**src/rtl/udp_tx_pkg.sv**
```systemverilog
// udp_tx shared package
// States, protocol constants and byte helpers
package udp_tx_pkg;

  typedef enum logic [3:0] {
    IDLE,
    CHKSUM,
    PREAMBLE,
    ETH_HDR,
    IP_HDR,
    UDP_HDR,
    PAYLOAD,
    PAD,
    FCS,
    IFG
  } state_t;

  localparam logic [15:0] ETH_TYPE_IPV4 = 16'h0800;
  localparam logic [7:0]  IP_PROTO_UDP  = 8'h11;
  localparam logic [7:0]  PREAMBLE_BYTE = 8'h55;
  localparam logic [7:0]  SFD_BYTE      = 8'hD5;
  localparam int          ETH_HDR_LEN   = 14;
  localparam int          IP_HDR_LEN    = 20;
  localparam int          UDP_HDR_LEN   = 8;
  localparam int          MIN_PAYLOAD   = 18;
  localparam logic [31:0] CRC_POLY      = 32'h04C11DB7;
  localparam logic [31:0] CRC_INIT      = 32'hFFFFFFFF;

  function automatic logic [31:0] bitrev32(
    input logic [31:0] v
  );
    logic [31:0] r;
    for (int i = 0; i < 32; i++) r[i] = v[31-i];
    return r;
  endfunction

  // byte i of a left-aligned 20-byte vector
  function automatic logic [7:0] pick_byte(
    input logic [159:0] v,
    input logic [4:0]   i
  );
    logic [159:0] t;
    t = v << {i, 3'b000};
    return t[159:152];
  endfunction

endpackage

```
**src/rtl/udp_tx_crc32.sv**
```systemverilog
// crc32_d8: byte-wide reflected CRC-32
// Output is the complemented register value
module crc32_d8
  import udp_tx_pkg::*;
(
  input  logic        clk,
  input  logic        rst_n,
  input  logic        clr,
  input  logic        en,
  input  logic [7:0]  data,
  output logic [31:0] crc
);

  localparam logic [31:0] POLY_R = bitrev32(CRC_POLY);

  logic [31:0] c_q;
  logic [31:0] c_n;

  // LSB-first update over one byte
  always_comb begin
    c_n = c_q;
    for (int i = 0; i < 8; i++) begin
      c_n = (c_n >> 1) ^ ((c_n[0] ^ data[i]) ? POLY_R : 32'h0);
    end
  end

  // CRC register, clr wins over en
  always_ff @(posedge clk or negedge rst_n) begin
    if (!rst_n)   c_q <= CRC_INIT;
    else if (clr) c_q <= CRC_INIT;
    else if (en)  c_q <= c_n;
  end

  assign crc = ~c_q;

endmodule

```
**src/rtl/udp_tx.sv**
```systemverilog
// udp_tx: UDP/IPv4/Ethernet GMII frame transmitter
// Payload and FCS bytes bypass the txd register
module udp_tx
  import udp_tx_pkg::*;
#(
  parameter logic [47:0] BOARD_MAC  = 48'h00_11_22_33_44_55,
  parameter logic [47:0] DES_MAC    = 48'hFF_FF_FF_FF_FF_FF,
  parameter logic [31:0] BOARD_IP   = 32'hC0A8_010A,
  parameter logic [31:0] DES_IP     = 32'hC0A8_0166,
  parameter logic [15:0] BOARD_PORT = 16'd1234,
  parameter logic [15:0] DES_PORT   = 16'd1234,
  parameter int          IFG_CYCLES = 12
) (
  input  logic        rd_clk,
  input  logic        rst_n,
  input  logic        frame_tx_start,
  input  logic [15:0] rd_byte_num,
  input  logic [7:0]  rd_data,
  output logic        rd_en,
  output logic        frame_tx_done,
  output logic        gmii_tx_en,
  output logic [7:0]  gmii_txd
);

  state_t       state, state_n;
  logic [10:0]  cnt;
  logic [15:0]  n_q, id_q, chk_q;
  logic [31:0]  acc_q;
  logic [7:0]   byte_n, txd_q, fcs_b;
  logic         tx_en_q, rd_en_q, done_q;
  logic         pay_q, fcs_q, crc_en_q;
  logic [1:0]   fidx_q;
  logic [31:0]  crc;
  logic [15:0]  cnt16, tot_len, udp_len;
  logic [15:0]  pay_last, pad_last, fold;
  logic [159:0] eth_v, ip_v, udp_v;

  assign cnt16    = {5'b0, cnt};
  assign tot_len  = n_q + 16'd28;
  assign udp_len  = n_q + 16'd8;
  assign pay_last = n_q - 16'd1;
  assign pad_last = 16'(MIN_PAYLOAD - 1) - n_q;
  assign fold     = acc_q[31:16] + acc_q[15:0];

  assign eth_v = {DES_MAC, BOARD_MAC,
                  ETH_TYPE_IPV4, 48'h0};
  assign ip_v  = {8'h45, 8'h00, tot_len, id_q,
                  16'h4000, 8'h40, IP_PROTO_UDP,
                  chk_q, BOARD_IP, DES_IP};
  assign udp_v = {BOARD_PORT, DES_PORT, udp_len,
                  16'h0, 96'h0};

  // next state and next header byte
  always_comb begin
    state_n = state;
    byte_n  = 8'h00;
    unique case (state)
      IDLE:
        if (frame_tx_start) state_n = CHKSUM;
      CHKSUM:
        if (cnt == 11'd2) state_n = PREAMBLE;
      PREAMBLE: begin
        byte_n = (cnt == 11'd7) ? SFD_BYTE
                                : PREAMBLE_BYTE;
        if (cnt == 11'd7) state_n = ETH_HDR;
      end
      ETH_HDR: begin
        byte_n = pick_byte(eth_v, cnt[4:0]);
        if (cnt == 11'(ETH_HDR_LEN - 1))
          state_n = IP_HDR;
      end
      IP_HDR: begin
        byte_n = pick_byte(ip_v, cnt[4:0]);
        if (cnt == 11'(IP_HDR_LEN - 1))
          state_n = UDP_HDR;
      end
      UDP_HDR: begin
        byte_n = pick_byte(udp_v, cnt[4:0]);
        if (cnt == 11'(UDP_HDR_LEN - 1))
          state_n = (n_q == 16'd0) ? PAD : PAYLOAD;
      end
      PAYLOAD:
        if (cnt16 == pay_last)
          state_n = (n_q < 16'(MIN_PAYLOAD)) ? PAD
                                             : FCS;
      PAD:
        if (cnt16 == pad_last) state_n = FCS;
      FCS:
        if (cnt == 11'd3) state_n = IFG;
      IFG:
        if (cnt == 11'(IFG_CYCLES + 1))
          state_n = IDLE;
      default: state_n = IDLE;
    endcase
  end

  // state, byte counter, length and frame id
  always_ff @(posedge rd_clk or negedge rst_n) begin
    if (!rst_n) begin
      state <= IDLE;
      cnt   <= '0;
      n_q   <= '0;
      id_q  <= '0;
    end else begin
      state <= state_n;
      if (state_n != state || state == IDLE)
        cnt <= '0;
      else
        cnt <= cnt + 11'd1;
      if (state == IDLE && frame_tx_start)
        n_q <= rd_byte_num;
      if (state == IFG && state_n == IDLE)
        id_q <= id_q + 16'd1;
    end
  end

  // header checksum: sum, fold, fold+invert
  always_ff @(posedge rd_clk or negedge rst_n) begin
    if (!rst_n) begin
      acc_q <= '0;
      chk_q <= '0;
    end else if (state == CHKSUM) begin
      unique case (1'b1)
        (cnt == 11'd0):
          acc_q <= 32'h4500 + {16'h0, tot_len}
                 + {16'h0, id_q} + 32'h4000
                 + {16'h0, 8'h40, IP_PROTO_UDP}
                 + {16'h0, BOARD_IP[31:16]}
                 + {16'h0, BOARD_IP[15:0]}
                 + {16'h0, DES_IP[31:16]}
                 + {16'h0, DES_IP[15:0]};
        (cnt == 11'd1):
          acc_q <= {16'h0, fold};
        default:
          chk_q <= ~fold;
      endcase
    end
  end

  // registered line controls
  always_ff @(posedge rd_clk or negedge rst_n) begin
    if (!rst_n) begin
      tx_en_q  <= 1'b0;
      txd_q    <= '0;
      rd_en_q  <= 1'b0;
      done_q   <= 1'b0;
      pay_q    <= 1'b0;
      fcs_q    <= 1'b0;
      crc_en_q <= 1'b0;
      fidx_q   <= '0;
    end else begin
      tx_en_q  <= state inside {PREAMBLE, ETH_HDR,
                  IP_HDR, UDP_HDR, PAYLOAD, PAD, FCS};
      txd_q    <= byte_n;
      rd_en_q  <= (state_n == PAYLOAD);
      done_q   <= (state == IFG) &&
                  (cnt == 11'(IFG_CYCLES));
      pay_q    <= (state == PAYLOAD);
      fcs_q    <= (state == FCS);
      crc_en_q <= state inside {ETH_HDR, IP_HDR,
                  UDP_HDR, PAYLOAD, PAD};
      fidx_q   <= cnt[1:0];
    end
  end

  // FCS byte select, least significant first
  always_comb begin
    unique case (fidx_q)
      2'd0:    fcs_b = crc[7:0];
      2'd1:    fcs_b = crc[15:8];
      2'd2:    fcs_b = crc[23:16];
      default: fcs_b = crc[31:24];
    endcase
  end

  assign gmii_txd = pay_q ? rd_data
                  : fcs_q ? fcs_b : txd_q;

  crc32_d8 u_crc (
    .clk   (rd_clk),
    .rst_n (rst_n),
    .clr   (state == PREAMBLE),
    .en    (crc_en_q),
    .data  (gmii_txd),
    .crc   (crc)
  );

  assign gmii_tx_en    = tx_en_q;
  assign rd_en         = rd_en_q;
  assign frame_tx_done = done_q;

endmodule

```
**config.mk**
```make
export PLATFORM = sky130hd
export DESIGN_NAME = udp_tx
export DESIGN_NICKNAME = d
export VERILOG_FILES = /design/src/rtl/udp_tx_pkg.sv /design/src/rtl/udp_tx_crc32.sv /design/src/rtl/udp_tx.sv
export SDC_FILE = /design/constraint.sdc
export NUM_CORES = 1
export LEC_CHECK = 0
export CAP_MARGIN = 20
export CORE_ASPECT_RATIO = 0.7
export CORE_MARGIN = 2
export CORE_UTILIZATION = 55
export CTS_CLUSTER_DIAMETER = 120
export DETAILED_ROUTE_END_ITERATION = 10
export GPL_TIMING_DRIVEN = 0
export PLACE_DENSITY = 0.73
export SETUP_SLACK_MARGIN = 0.4
export SLEW_MARGIN = 25
export SYNTH_ARGS = -nofsm -noshare
export SYNTH_HDL_FRONTEND = slang
export SYNTH_HIERARCHICAL = 1
export SYNTH_SLANG_ARGS = --single-unit
```
**constraint.sdc**
```tcl
create_clock -name rd_clk -period 6.6 [get_ports rd_clk]
set_input_delay 0.99 -clock rd_clk [delete_from_list [all_inputs] [get_ports rd_clk]]
set_output_delay 0.99 -clock rd_clk [all_outputs]
set_load 0.01 [all_outputs]
```
### Word level (Yosys, flattened, before mapping)

Index checks and enable logic that the tools add are counted.

* output and inout bits: 11
* logic and storage cells: 121
* bits of input ports: 27
* register bits after elaboration: 143

* shifts and indexed selects: 3
* order comparisons: 1
* reductions and logical operators: 16
* equal/unequal tests: 22
* mux-type cells: 30
* bitwise gates (word level): 19
* add/subtract/negate cells: 15

Operator list (count)
* $mux W32: 10
* $xor A31 B32 Y32: 8
* $shl A155 B8 Y160: 1
* $shl A159 B8 Y160: 1
* $shl A160 B8 Y160 const A: 1
* $pmux W32 S2: 1
* $mux W4: 11
* $pmux W4 S10: 1
* $eq A11 B16 Y1: 2
* $not A32 Y32: 1
* $pmux W8 S4: 1
* $add A23 B9 Y24 const B: 1
* $mux W8: 3
* $pmux W8 S3: 1
* $add A22 B16 Y23 const B: 1
* $add A21 B9 Y22 const B: 1
* $eq A11 B2 Y1 const B: 2
* $eq A11 B4 Y1 const B: 2
* $add A20 B16 Y21 const B: 1
* $add A19 B15 Y20 const B: 1
* $eq A4 B3 Y1 const B: 5
* $add A18 B15 Y19 const B: 1
* $add A17 B16 Y18: 1
* $add A15 B16 Y17 const A: 1
* 33 further kinds: 47

### Logic depth before layout (Yosys ltp)

* depth in word-level cells: 30
* gate-level depth with buffers: 17

### Hierarchy

The synthesis kept the hierarchy.

By module, submodules not included
* udp_tx: times used 1, cells an instance 970, area each 8269.2 um^2, seq. area each 2452.4 um^2
* crc32_d8: times used 1, cells an instance 204, area each 2337.2 um^2, seq. area each 840.8 um^2

### Worst setup path before layout

Ideal clock, no wire load.

* path kind: register to register
* start: register n_q[4]
* end: register acc_q[14]
* clock period less this slack: 3.772 ns
* data arrival time: 3.636 ns
* cell stages (with the launch flop): 18
* setup slack: 2.828 ns
* setup time: 0.137 ns
* buffers on the path: 1
* cell sequence: dfrtp_1 -> buf_2 -> inv_1 -> ha_1 -> a21boi_0 -> nor2_1 -> xnor2_1 -> ha_1 -> inv_1 -> ha_1 -> nand3_1 -> o311ai_0 -> o41a_1 -> a41o_1 -> or2_2 -> xor2_1 -> o22ai_1 -> a21oi_1

* cells in the longest elaborated chain, start to end: 10

Ends and longest elaborated chain
* start, declared: RTL line udp_tx.sv:27 `logic [15:0] n_q, id_q, chk_q;`
* start signal, assigned: RTL line udp_tx.sv:111 `n_q <= rd_byte_num;`
* $add A16 B5 Y16: RTL line udp_tx.sv:39 `assign tot_len = n_q + 16'd28;`
* $add A15 B16 Y17: RTL line udp_tx.sv:125 `acc_q <= 32'h4500 + {16'h0, tot_len}`
* $add A17 B16 Y18: RTL line udp_tx.sv:126 `+ {16'h0, id_q} + 32'h4000`
* $add A18 B15 Y19: RTL line udp_tx.sv:126
* $add A19 B15 Y20: RTL line udp_tx.sv:127 `+ {16'h0, 8'h40, IP_PROTO_UDP}`
* $add A20 B16 Y21: RTL line udp_tx.sv:128 `+ {16'h0, BOARD_IP[31:16]}`
* $add A21 B9 Y22: RTL line udp_tx.sv:129 `+ {16'h0, BOARD_IP[15:0]}`
* $add A22 B16 Y23: RTL line udp_tx.sv:130 `+ {16'h0, DES_IP[31:16]}`
* $add A23 B9 Y24: RTL line udp_tx.sv:131 `+ {16'h0, DES_IP[15:0]};`
* $pmux W32 S2: RTL line udp_tx.sv:123 `unique case (1'b1)`
* end signal, assigned: RTL line udp_tx.sv:125
* end signal, assigned: RTL line udp_tx.sv:133 `acc_q <= {16'h0, fold};`
* end, declared: RTL line udp_tx.sv:28 `logic [31:0] acc_q;`

Every way passes these cells. The select of a mux whose other input is x is not followed.
A chain may end at the register's enable or synchronous reset.

### Worst setup path after layout

Same ends and word-level chain as after synthesis.

==> flow_summary.toml <==
[timing]
finalSetupTns_ns = 0
hold_ws_ns = 0.481
rsz0062_at_grt = "false"
hold_viol = 0
worstMarginPinSlew_ns = 0.793
maxSlewViolCount = 0
period_minus_slack_ns = 4.63
final.period_utilization_pct = 70.1
skew_ns = 0.0105
slew_headroom_pct = 45.8
setup-violations-final = 0
fmax_mhz = 216

[drt]
drc = 0
first_pass_iters = 6
viasPerCell = 6.31
drt_first_iter_violations = 1187
drt_wl_total_um = 31600
wl_per_cell_um = 21.3
ant_nets = 0
via_count = 9372

[critical_path]
cp_top_family = "compound AO/OA/AOI/OAI gates"
path_cells = "buf_2 > inv_1 > ha_1 > a21boi_0 > nor2_1 > xnor2_1 > ha_1 > inv_1 > ha_1 > nand3_1 > o311ai_0 > o41a_1 > a41o_1 > or2_2 > xor2_1 > o22ai_1 > a21oi_1"
worst_setup_path_end_kind = "flip-flop"
endpoint = "acc_q[14]"
cp_num_buf_inv = 3
cp.required_ns = 6.96
worst-path-max-fanout = 10
r2r_slack_ns = 1.97
cp_slowest_stage_delay_ns = 0.61
cp_common_cell = "ha_1"
critPathKind = "reg -> reg"
crit_start = "n_q[4]"
reg2regPathDepth = 17
start_kind = "flip-flop"
cpMaxStageDelayCell = "a21boi_0"
crit_cells = 17
crit_arrival_ns = 4.98
r2r_start = "n_q[4]"
r2r-end = "acc_q[14]"

[clock_tree]
worst_skew_pair.late_latency_ns = 0.43
cts_hold_buffers = 0
clockBufferDepth = 2
htree_levels = 4
postCtsSetupRepairBufs = 0
cts_tree = "yes"
numCtsBuffers = 17
post_cts_resized = 0
ctsRootBufferMaster = "clkbuf_16"
cts.sinks = 130
clk_pin_slew_ns = 0.06

[synthesis]
synthDistinctLibCells = 96
synth_edf_count = 0
syn_nets = 1250
synth.avg_cell_area_um2 = 9.03
ys_top_cells_by_area = "dfrtp_1 (23%), dfstp_2 (7.9%), xnor2_1 (7.3%)"
syn_inst = 1174
ys_seq_area_share_pct = 31.0
yosys_most_used_dff = "dfrtp_1"
async_flop_share_pct = 100
yosysWarnings = 6
netlist_area_um2 = 10600
synth_seq_cells = 130
synth_top_area_share_pct = 23.1
synth.largest_area_cell = "dfrtp_1"

[global_routing]
grt_max_degree = 76
grt_overflow_total = 0
antenna_found_initial = 0
grt_pass1_wl_um = 49800
grt_usage_pct = 32.1
grt_pass1_vias = 8796

[placed_design]
dp_hpwl_um = 23800
port_buffers = 37
place_congestion = 1.03

[floorplan]
die_area_um2 = 20400
core-area_um2 = 18900
initial_core_util_pct = 56.1
pin_count = 38
die_w_um = 170
rows = 42
die_y_um = 120

[run]
drv_cap = 0

[cells_and_area]
nNetsFinal = 1307
area_delta_synth_final_pct = 12.4
fillers = 1648
antennaDiodeCount = 0
drive_gt1_share_pct = 11.9

[outcome]
status = "complete, no violations"

[power_and_ir_drop]
ir_worst_vdd_mv = 0.138
p_leak_nw = 5.49
power.density_nw_per_um2 = 154

[hold_path]
hold_path.class = "reg -> reg"
==> cell type report <==
cell class	count	area [µm²]	share of cell area, %
multi-input cells	902	6710	56.3
clock inverters	12	158	1.32
well taps	242	303	2.54
repair buffers	38	403	3.38
inverters	70	263	2.20
plain buffers	72	337	2.82
flip-flops and latches	130	3290	27.6
clock buffers	20	447	3.75
==> state kept, by name (all words and copies together) (netlist names), 2 cells and up <==
name,cells
txd_q,8
id_q,16
cnt,11
chk_q,16
fidx_q,2
state,4
acc_q,19
n_q,16
u_crc/c_q,32
==> cells in the final DEF, fill, tap and decap left out, types with 20 or more instances in the layout <==
master and instances:
a211o_1 22, a21oi_1 64, and3_1 24, clkbuf_1 55, clkdlybuf4s50_1 36, dfrtp_1 98, dfstp_2 32, ha_1 47
inv_1 66, mux2_2 20, nand2_1 93, nand3_1 43, nor2_1 91, nor3_1 34, o21ai_0 79, xnor2_1 89
xor2_1 38
==> kinds of logic (layout without fill, tap and decap cells) <==
logic type	Yosys count	after routing	synth area share, %
compound gates	262	262	16.1
xor+xnor	158	158	16.7
fa+ha+maj	49	49	5.92
buf+inv	142	212	5.65
flops	130	130	31.0
mux	46	46	5.76
simple gates	387	387	18.9
==> through the flow <==
stage	setup WS (ns)	utilization [%]	cells	power (mW)	cell area (µm²)
global placement	-0.776	59.6	1453	0.844	11300
finish	1.97	63.0	1486	1.83	11900
CTS	2.06	63.0	1486	1.84	11900
floorplan	2.83	-	1174	0.812	10600
global route	1.57	63.0	1486	1.88	11900
detailed placement	2.10	59.8	1454	0.846	11300
==> routing by layer <==
layer  share of wire [%]  vias up  track usage (%)  wire, µm
met4                 1.6        2             8.44       491
met2                  40      535             42.7     12500
li1                    -     4278                -         -
met1                  47     4507             50.5     15000
met3                  11       50             8.38      3630
met5               0.019        -             2.30         6
==> report_power, final <==
group | internal [mW] | switching, mW
Sequential | 0.798 | 0
Combinational | 0.0154 | 0.0175
Clock | 0.607 | 0.392
==> synth_stat cells (6+ instances only) <==
| library cell | instances |
|---|---|
| dfrtp_1 | 98 |
| mux2_2 | 20 |
| o21a_1 | 6 |
| xnor2_1 | 89 |
| or3_1 | 10 |
| xnor3_1 | 14 |
| dfstp_2 | 32 |
| nand2b_1 | 9 |
| a21oi_1 | 64 |
| xnor2_2 | 10 |
| ha_1 | 47 |
| clkbuf_1 | 53 |
| a21o_1 | 6 |
| nor4_1 | 7 |
| mux2i_1 | 16 |
| nor2b_1 | 9 |
| a211oi_1 | 10 |
| o211ai_1 | 6 |
| nor2_1 | 91 |
| or2_2 | 6 |
| nor3_2 | 10 |
| and2_1 | 7 |
| and3_1 | 24 |
| a211o_1 | 22 |
| nand4_1 | 16 |
| nand3_1 | 43 |
| o21ai_0 | 79 |
| nand2_1 | 93 |
| inv_1 | 66 |
| xor2_1 | 38 |
| mux4_2 | 10 |
| or4_1 | 7 |
| buf_1 | 9 |
| a31oi_1 | 11 |
| o22ai_1 | 6 |
| nor3_1 | 34 |
==> tightest hold or removal path, delay by kind of cell, from the launching register on <==
kind / cells / cell delay, ns
compound gates: 1 / 0.06
flops: 1 / 0.34
simple gates: 1 / 0.05
==> worst min-delay path by stage <==
stage,end,slack (ns),from,cells after the start
after floorplan,chk_q[7],0.44,chk_q[7],2
after global placement,chk_q[7],0.46,chk_q[7],2
after detailed placement,chk_q[7],0.46,chk_q[7],2
after CTS,chk_q[7],0.48,chk_q[7],2
after global routing,chk_q[7],0.51,chk_q[7],2
final,chk_q[7],0.48,chk_q[7],2
No activity file was read; power rests on OpenSTA's default activity.
